**src/rtl/inst_sram_axi_bridge_pkg.sv**
```systemverilog
`default_nettype none
// ============================================================================
// Module   : inst_sram_axi_bridge_pkg
// Brief    : Shared AXI constants, AR FSM encoding and default fetch ARID
//            for the instruction SRAM-to-AXI bridge.
// Revision : 1.0 - initial release
// ============================================================================
package inst_sram_axi_bridge_pkg;

    // AXI encodings used by a single-beat word read
    localparam logic [2:0] AXI_SIZE_WORD  = 3'b010;
    localparam logic [1:0] AXI_BURST_INCR = 2'b01;
    localparam logic [1:0] AXI_RESP_OKAY  = 2'b00;
    localparam logic [7:0] AXI_LEN_SINGLE = 8'd0;

    // AR channel FSM encoding
    localparam logic [0:0] AR_IDLE = 1'b0;
    localparam logic [0:0] AR_SEND = 1'b1;

    // Default AXI ID used for all instruction-side reads
    localparam logic [3:0] INST_ARID = 4'd0;

endpackage : inst_sram_axi_bridge_pkg
`default_nettype wire

```
**src/rtl/inst_sram_axi_bridge.sv**
```systemverilog
`default_nettype none
// ============================================================================
// Module   : inst_sram_axi_bridge
// Brief    : Converts the fetch stage's SRAM-like req/addr_ok/data_ok port
//            into an AXI4 read-only master with a bounded number of
//            in-flight single-beat reads. Data returns in request order.
// Revision : 1.0 - initial release
// ============================================================================
module inst_sram_axi_bridge
    import inst_sram_axi_bridge_pkg::*;
#(
    parameter logic [3:0]  ARID            = INST_ARID,
    parameter int unsigned MAX_OUTSTANDING = 2
) (
    input  logic        clk,
    input  logic        reset,
    // SRAM-like fetch port
    input  logic        inst_sram_req,
    input  logic        inst_sram_wr,
    input  logic [1:0]  inst_sram_size,
    input  logic [3:0]  inst_sram_wstrb,
    input  logic [31:0] inst_sram_addr,
    input  logic [31:0] inst_sram_wdata,
    output logic        inst_sram_addr_ok,
    output logic        inst_sram_data_ok,
    output logic [31:0] inst_sram_rdata,
    output logic [3:0]  axi_arid,
    // AXI AR channel
    output logic [3:0]  arid,
    output logic [31:0] araddr,
    output logic [7:0]  arlen,
    output logic [2:0]  arsize,
    output logic [1:0]  arburst,
    output logic        arvalid,
    input  logic        arready,
    // AXI R channel
    input  logic [3:0]  rid,
    input  logic [31:0] rdata,
    input  logic [1:0]  rresp,
    input  logic        rlast,
    input  logic        rvalid,
    output logic        rready,
    // Status
    output logic        rresp_err
);

    // The counter is 2 bits wide, enough for the supported range 1..3
    localparam logic [1:0] C_MAX_OUT = 2'(MAX_OUTSTANDING);

    logic [0:0]  r_ar_state_q;
    logic [0:0]  w_ar_state_d;
    logic [31:0] r_araddr_q;
    logic [31:0] w_araddr_d;
    logic [1:0]  r_cnt_q;
    logic [1:0]  w_cnt_d;
    logic        r_data_ok_q;
    logic        w_data_ok_d;
    logic [31:0] r_rdata_q;
    logic [31:0] w_rdata_d;
    logic        r_rresp_err_q;
    logic        w_rresp_err_d;

    logic        w_accept;
    logic        w_own_beat;
    logic        w_ret;
    logic        w_unused;

    // Fetches are always word reads; write-side inputs carry no information
    assign w_unused = ^{inst_sram_size, inst_sram_wstrb, inst_sram_wdata};

    // Fixed AR attributes; the ID is a constant so the fetch stage can match it
    assign arid     = ARID;
    assign axi_arid = ARID;
    assign arlen    = AXI_LEN_SINGLE;
    assign arsize   = AXI_SIZE_WORD;
    assign arburst  = AXI_BURST_INCR;
    assign araddr   = r_araddr_q;
    assign arvalid  = (r_ar_state_q == AR_SEND);

    // R channel is always drained outside reset; foreign IDs are simply dropped
    assign rready   = ~reset;

    // Accept only reads, only when idle, and only while below the in-flight cap
    assign inst_sram_addr_ok = inst_sram_req & ~inst_sram_wr
                             & (r_ar_state_q == AR_IDLE)
                             & (r_cnt_q < C_MAX_OUT);
    assign w_accept   = inst_sram_req & inst_sram_addr_ok;

    // A beat only retires a fetch if one is actually outstanding
    assign w_own_beat = rvalid & rready & (rid == ARID) & rlast;
    assign w_ret      = w_own_beat & (r_cnt_q != 2'd0);

    assign inst_sram_data_ok = r_data_ok_q;
    assign inst_sram_rdata   = r_rdata_q;
    assign rresp_err         = r_rresp_err_q;

    // AR FSM: latch address on accept, hold it on the bus until arready
    always_comb begin
        w_ar_state_d = r_ar_state_q;
        w_araddr_d   = r_araddr_q;
        case (r_ar_state_q)
            AR_IDLE: begin
                if (w_accept) begin
                    w_araddr_d   = inst_sram_addr;
                    w_ar_state_d = AR_SEND;
                end
            end
            AR_SEND: begin
                if (arready) begin
                    w_ar_state_d = AR_IDLE;
                end
            end
            default: w_ar_state_d = AR_IDLE;
        endcase
    end

    // Outstanding counter: accept and retire in one cycle cancel out
    always_comb begin
        w_cnt_d = r_cnt_q;
        if (w_accept && !w_ret) begin
            w_cnt_d = r_cnt_q + 2'd1;
        end else if (!w_accept && w_ret) begin
            w_cnt_d = r_cnt_q - 2'd1;
        end
    end

    // Return path: one-cycle registered data with a single data_ok pulse
    always_comb begin
        w_data_ok_d   = w_ret;
        w_rdata_d     = w_ret ? rdata : r_rdata_q;
        w_rresp_err_d = r_rresp_err_q | (w_ret & (rresp != AXI_RESP_OKAY));
    end

    // State registers; reset discards all in-flight bookkeeping
    always_ff @(posedge clk) begin
        if (reset) begin
            r_ar_state_q  <= AR_IDLE;
            r_araddr_q    <= 32'd0;
            r_cnt_q       <= 2'd0;
            r_data_ok_q   <= 1'b0;
            r_rdata_q     <= 32'd0;
            r_rresp_err_q <= 1'b0;
        end else begin
            r_ar_state_q  <= w_ar_state_d;
            r_araddr_q    <= w_araddr_d;
            r_cnt_q       <= w_cnt_d;
            r_data_ok_q   <= w_data_ok_d;
            r_rdata_q     <= w_rdata_d;
            r_rresp_err_q <= w_rresp_err_d;
        end
    end

endmodule : inst_sram_axi_bridge
`default_nettype wire

```
**config.mk**
```make
export PLATFORM = sky130hd
export DESIGN_NAME = inst_sram_axi_bridge
export DESIGN_NICKNAME = d
export VERILOG_FILES = /design/src/rtl/inst_sram_axi_bridge_pkg.sv /design/src/rtl/inst_sram_axi_bridge.sv
export SDC_FILE = /design/constraint.sdc
export NUM_CORES = 1
export LEC_CHECK = 0
export BUFFER_PORTS_ARGS = -buffer_cell sky130_fd_sc_hd__buf_2
export CORE_ASPECT_RATIO = 0.75
export CORE_MARGIN = 1
export CORE_UTILIZATION = 40
export CTS_CLUSTER_SIZE = 14
export DETAILED_ROUTE_END_ITERATION = 6
export GPL_TIMING_DRIVEN = 0
export PLACE_DENSITY = 0.77
export SLEW_MARGIN = 20
export SYNTH_ARGS = -nofsm -noshare
export SYNTH_HDL_FRONTEND = slang
export SYNTH_SLANG_ARGS = --single-unit
```
**constraint.sdc**
```tcl
create_clock -name clk -period 3 [get_ports clk]
set_input_delay 0.15 -clock clk [delete_from_list [all_inputs] [get_ports clk]]
set_output_delay 0.15 -clock clk [all_outputs]
set_load 0.005 [all_outputs]
```
==> results of run 1 <==
-- cells in the mapped netlist --
library cell	instances	area [sq um]
or3b_2	1	8.760
buf_4	21	157.7
dfxtp_1	69	1381
nor3b_1	1	7.510
buf_6	1	11.26
ha_1	1	12.51
and2b_1	2	15.01
xor2_1	2	17.52
nand2b_1	1	6.260
buf_2	4	20.02
mux2_4	8	120.1
nand2_1	64	240.2
nand4_1	15	93.84
nor2_1	3	11.26
or4b_2	1	10.01
nor4b_1	1	8.760
clkbuf_1	19	71.32
a21oi_1	49	245.2
or4b_1	1	10.01
inv_1	3	11.26
inv_4	1	6.260
o31ai_1	15	112.6
nor2b_1	15	93.84
o21ai_0	1	5.000
nor3_4	1	16.27
o2bb2ai_1	1	8.760
conb_1	2	7.510
or3_1	1	6.260
mux2_2	9	101.4
or2_2	1	6.260
-- through the flow --
stage	std cells	hold WS [ns]
detailed placement	562	0.3822
floorplan	333	0.2860
finish	578	0.04262
global placement	562	0.3778
CTS	578	0.01553
global route	578	0.01942
-- cells by family (layout without fill, tap and decap cells) --
| kind of cell | count (synthesis) | in the layout | share of synthesized area |
|---|---|---|---|
| compound gates | 66 | 66 | 0.1316 |
| xor+xnor | 2 | 2 | 0.006204 |
| fa+ha+maj | 1 | 1 | 0.004430 |
| buf+inv | 49 | 210 | 0.09836 |
| flops | 69 | 69 | 0.4891 |
| mux | 17 | 17 | 0.07843 |
| other cells | 2 | 21 | 0.002659 |
| simple gates | 108 | 108 | 0.1892 |
-- how the worst max path moves through the flow --
stage	slack (ns)	cells past startpoint	end
floorplan	0.75	7	r_cnt_q[1]
global placement	0.54	7	r_cnt_q[1]
detailed placement	0.52	7	r_cnt_q[1]
CTS	0.50	7	r_cnt_q[1]
global route	0.40	7	r_cnt_q[1]
finish	0.51	7	r_cnt_q[1]
-- sequential cells by signal, summed over array words and instances (netlist names) --
register,count
r_cnt_q,2
araddr,32
inst_sram_rdata,32
rresp_err,1
inst_sram_data_ok,1
arvalid,1
-- metal layers --
metal	routed length (microns)	track usage	vias up	share of wire
li1	-	-	1372	-
met1	3095	0.2117	1188	0.46
met2	3119	0.2890	106	0.46
met3	498	0.06128	7	0.074
met4	56	0.06468	0	0.0083
met5	0	0	-	0
-- layout make-up --
class,count,area share
buffer,45,0.06586
tap,84,0.02660
multi-input combinational,215,0.3129
clock inverter,4,0.01773
timing repair buffer,145,0.1837
sequential,69,0.3496
inverter,4,0.004433
clock buffer,12,0.03927
-- power by group through the flow --
stage / Sequential [mW] / Clock, mW / Combinational, mW
floorplan: 0.980 / 0 / 0.122
global placement: 0.977 / 0 / 0.224
detailed placement: 0.978 / 0 / 0.227
CTS: 0.957 / 0.878 / 0.227
global route: 0.961 / 0.917 / 0.255
finish: 0.958 / 0.843 / 0.227
-- cell usage in the layout, fill, tap and decap left out, drive strengths merged, types with 3 or more instances in the layout --
| master | instances |
|---|---|
| buf | 171 |
| dfxtp | 69 |
| nand2 | 64 |
| a21oi | 49 |
| clkbuf | 31 |
| conb | 21 |
| mux2 | 17 |
| nor2b | 15 |
| nand4 | 15 |
| o31ai | 15 |
| inv | 4 |
| nor2 | 3 |
==> flow_metrics.env, run 1 <==
export IMPL_grt_overflow=0
export IMPL_min_period_ns=2.489
export IMPL_cts_hold_buf=0
export IMPL_path_delay_family="simple AND/OR/NAND/NOR gates"
export IMPL_worst_pin_slew_ns=0.8597
export IMPL_hold_depth=2
export IMPL_die_area_sq_um=7403
export IMPL_grt_first_pass_wirelength_microns=10100
export IMPL_netSwitchingFraction=0.2318
export IMPL_power_density_nw_per_um2=513.2
export IMPL_critPathBufInv=3
export IMPL_fin_crit_sh=0.8296
export IMPL_core_sq_um=6832
export IMPL_vias=2673
export IMPL_cp_start_kind="register"
export IMPL_crit_fanout=10
export IMPL_ys_ff_latch=69
export IMPL_grt_use_total=0.1739
export IMPL_wl_per_cell_microns=11.71
export IMPL_finalSetupViolCount=0
export IMPL_ir_drop_mv=0.3268
export IMPL_crit_path_cell_trace="or4b_2, clkbuf_1, inv_1, buf_2, ha_1, or3_1, a21oi_1"
export IMPL_endpoint_kind="register"
export IMPL_layout_area_overhead_vs_synth_pct=39.92
export IMPL_cts_setup_buffers=0
export IMPL_timing_max_cap_violations=0
export IMPL_antenna_cells=0
export IMPL_io_buffers=145
export IMPL_path_clk_slew_ns=0.07
export IMPL_power_static_leakage_nw=1.965
export IMPL_cts_sinks=69
export IMPL_ys_seq_area_frac=0.4891
export IMPL_rows=26
export IMPL_htreeDepth=3
export IMPL_post_cts_resize_count=0
export IMPL_place_ws_ns=0.5229
export IMPL_r2r_start="r_cnt_q[1]"
export IMPL_grt_pass1_vias=2261
export IMPL_netlist_cell_type_count=30
export IMPL_reg2reg_slack_ns=0.51
export IMPL_gp_congestion=0.7029
export IMPL_cts_tree="yes"
export IMPL_drt_pre_antenna_iters=5
export IMPL_routed_wl_microns=6769
export IMPL_die_y_microns=74.77
export IMPL_vias_per_cell=4.625
export IMPL_netlist_area_sq_um=2824
export IMPL_finalNetCount=605
export IMPL_status="completed"
export IMPL_cts_buffer_depth=2
export IMPL_max_slew_margin=0.4188
export IMPL_p_clk_frac=0.416
export IMPL_drtAntennaViolNets=0
export IMPL_avgSynthCellArea_sq_um=8.993
export IMPL_cts_root_buf="clkbuf_8"
export IMPL_io_pins=205
export IMPL_worst_endpoint_required_ns=3.26
export IMPL_rr_endpoint="r_cnt_q[1]"
export IMPL_synth_warnings=0
export IMPL_combPwrFrac=0.112
export IMPL_fin_area_sq_um=3951
export IMPL_crit_start="r_cnt_q[1]"
export IMPL_tns_ns=0
export IMPL_n_fill_cell=654
export IMPL_finalHoldViolCount=0
export IMPL_arrival_ns=2.75
export IMPL_crit_slowest_cell="or4b_2"
export IMPL_p_switching_uw=470.1
export IMPL_dieWidth_microns=99.02
export IMPL_reg2reg_depth=7
export IMPL_multi_input_area_sq_um=1236
export IMPL_seqCellArea_sq_um=1381
export IMPL_dp_hpwl_microns=5084
export IMPL_post_route_util=0.5784
export IMPL_drt_iter0_markers=78
export IMPL_start_util=0.4134
export IMPL_hp_class="input port to register"
export IMPL_fmax_ghz=0.4018
export IMPL_setup_slack_ns=0.5113
export IMPL_rsz0062_at_grt="no"
export IMPL_final_layout_size_suffix_gt1_frac=0.4211
export IMPL_numCtsBuffers=9
export IMPL_synthesis_instances=314
export IMPL_antenna_found_initial=0
export IMPL_drc=0
export IMPL_hold_end="inst_sram_rdata[28]"
export IMPL_power_frac_seq=0.472
export IMPL_slew_viol_final=0
export IMPL_min_from="rdata[28]"
export IMPL_p_int_mw=1.558
export IMPL_critical_path_class="register to register"
export IMPL_grt_max_degree=12
export IMPL_max_stage_delay_ns=0.66
export IMPL_dpl_instance_area_sq_um=3726
export IMPL_total_power_mw=2.028
export IMPL_finalClockSkew_ns=0.007432
export IMPL_worst_skew_pair_late_latency_ns=0.33
Power figures use the tool's default switching activity.
==> run 2, diff against run 1 <==
--- a/config.mk
+++ b/config.mk
@@ -8,11 +8,11 @@
 export BUFFER_PORTS_ARGS = -buffer_cell sky130_fd_sc_hd__buf_2
 export CORE_ASPECT_RATIO = 0.75
 export CORE_MARGIN = 1
-export CORE_UTILIZATION = 40
+export CORE_UTILIZATION = 37
 export CTS_CLUSTER_SIZE = 14
 export DETAILED_ROUTE_END_ITERATION = 6
 export GPL_TIMING_DRIVEN = 0
-export PLACE_DENSITY = 0.77
+export PLACE_DENSITY = 0.75
 export SLEW_MARGIN = 20
 export SYNTH_ARGS = -nofsm -noshare
 export SYNTH_HDL_FRONTEND = slang
==> constraint.sdc (replaced) <==
create_clock -name clk -period 2.28 [get_ports clk]
set_input_delay 0.114 -clock clk [delete_from_list [all_inputs] [get_ports clk]]
set_output_delay 0.114 -clock clk [all_outputs]
set_load 0.005 [all_outputs]
==> run 2 against run 1 <==
Against the previous run: the flow now finishes with violations (design-rule violations); utilization fell by 1.4 points; worst hold slack got worse by 0.027 ns; first-iteration DRC count fell by 33%; highest routed layer unchanged; count of clock-buffer cells in the layout fell by 1; fmax rose by 17%; clock skew fell by 0.00077 ns; critical path depth fell by 1; die area rose by 7.9%; global-route usage rose by 1.3 points; flip-flop and latch count did not move.
==> flow_metrics.env, run 2 (synthesized netlist as in run 1, its figures left out) <==
export IMPL_slew_viol_final=0
export IMPL_drt_iter0_markers=52
export IMPL_fin_crit_sh=0.9363
export IMPL_fmax_ghz=0.4684
export IMPL_tns_ns=0
export IMPL_cts_root_buf="clkbuf_8"
export IMPL_endpoint_kind="register"
export IMPL_grt_util_met2=0.3367
export IMPL_critPathBufInv=2
export IMPL_path_clk_slew_ns=0.07
export IMPL_io_pins=205
export IMPL_finalHoldViolCount=0
export IMPL_cp_num_cells=6
export IMPL_antenna_found_initial=0
export IMPL_grt_first_pass_wirelength_microns=11560
export IMPL_cts_setup_buffers=0
export IMPL_grt_pass1_vias=2645
export IMPL_grt_use_total=0.1864
export IMPL_dieWidth_microns=102.9
export IMPL_crit_path_cell_trace="or4b_4, inv_2, buf_4, ha_1, or3_1, a21oi_1"
export IMPL_cts_buffer_depth=2
export IMPL_finalSetupViolCount=0
export IMPL_worst_endpoint_required_ns=2.54
export IMPL_hp_class="input port to register"
export IMPL_vias=2835
export IMPL_dp_cells=579
export IMPL_io_buffers=145
export IMPL_post_route_util=0.5647
export IMPL_layout_commonest_cell="buf_2"
export IMPL_crit_fanout=10
export IMPL_timing_max_cap_violations=0
export IMPL_routed_wl_microns=7719
export IMPL_gp_congestion=0.7796
export IMPL_drt_pre_antenna_iters=6
export IMPL_finalClockSkew_ns=0.006659
export IMPL_critical_path_class="register to register"
export IMPL_rows=27
export IMPL_gr_usage_met1=0.2070
export IMPL_arrival_ns=2.40
export IMPL_die_area_sq_um=7990
export IMPL_grt_busiest_layer="met2"
export IMPL_violations="design-rule violations"
export IMPL_max_slew_margin=0.4311
export IMPL_start_util=0.3835
export IMPL_drtAntennaViolNets=0
export IMPL_final_cells=614
export IMPL_layout_area_overhead_vs_synth_pct=47.28
export IMPL_ir_drop_mv=0.4455
export IMPL_final_layout_size_suffix_gt1_frac=0.4074
export IMPL_dp_hpwl_microns=5536
export IMPL_power_static_leakage_nw=2.039
export IMPL_min_period_ns=2.135
export IMPL_reg2reg_depth=6
export IMPL_status="complete, but fails checks"
export IMPL_power_density_nw_per_um2=636.5
export IMPL_grt_overflow=0
export IMPL_hold_depth=3
export IMPL_rsz0062_at_grt="no"
export IMPL_met3_usage=0.05766
export IMPL_drc=2
export IMPL_n_fill_cell=706
export IMPL_multi_input_area_sq_um=1242
export IMPL_cts_sinks=69
export IMPL_grt_max_degree=12
export IMPL_seqCellArea_sq_um=1381
export IMPL_wl_per_cell_microns=12.57
export IMPL_worst_skew_pair_late_latency_ns=0.33
export IMPL_layout_common_cells="148 x buf_2, 69 x dfxtp_1, 64 x nand2_1"
export IMPL_cts_tree="yes"
export IMPL_vias_per_cell=4.617
export IMPL_max_stage_delay_ns=0.62
export IMPL_htreeDepth=3
export IMPL_core_sq_um=7365
export IMPL_finalNetCount=624
export IMPL_path_delay_family="simple AND/OR/NAND/NOR gates"
export IMPL_die_y_microns=77.66
export IMPL_worst_pin_slew_ns=0.8416
export IMPL_antenna_cells=0
export IMPL_numCtsBuffers=9
export IMPL_crit_slowest_cell="or4b_4"
export IMPL_cp_start_kind="register"
run 2: power by group:
group	total, mW	internal [mW]	switching, mW
combinational	0.334	0.160	0.174
sequential	1.26	1.24	0.0211
clock	1.05	0.612	0.439
run 2: what timing repair did:
item	CTS	global route
endpoints found under the hold margin	16	4
endpoints found under the setup margin	2	1
resized for setup	3	1
gates cloned	0	0
hold buffers	16	4
run 2: routing by layer:
metal / share of wire / routed length, microns
met1: 0.43 / 3324
met2: 0.50 / 3878
met3: 0.058 / 450
met4: 0.0084 / 65
met5: 0 / 0
run 2: worst paths after layout:
path / end / slack (ns) / start
hold reg to reg: araddr[3] / 0.45 / araddr[3]
setup reg to reg: r_cnt_q[1] / 0.15 / r_cnt_q[1]
setup / recovery: r_cnt_q[1] / 0.15 / r_cnt_q[1]
hold / removal: araddr[26] / 0.02 / inst_sram_addr[26]
run 2: layout make-up:
type,count,area share
sequential,69,0.3321
multi-input combinational,215,0.2987
timing repair buffer,165,0.2226
buffer,44,0.06227
clock buffer,11,0.03159
tap,101,0.03039
clock inverter,5,0.01805
inverter,4,0.004212
run 2: tightest hold or removal path, stage by stage:
cell and delay, ns:
buf_2 0.09, nand2_1 0.05, a21oi_1 0.05
run 2: stage by stage:
step / setup slack [ns] / power, mW / area [sq um] / hold WS, ns
2_1_floorplan: 0.03429 / 1.450 / 2895 / 0.2500
3_3_place_gp: -0.1940 / 1.580 / 3747 / 0.3419
3_5_place_dp: -0.2206 / 1.590 / 3747 / 0.3448
4_1_cts: 0.1266 / 2.669 / 4116 / 0.001136
5_1_grt: 0.07607 / 2.779 / 4159 / 0.004437
6_report: 0.1453 / 2.647 / 4159 / 0.01597
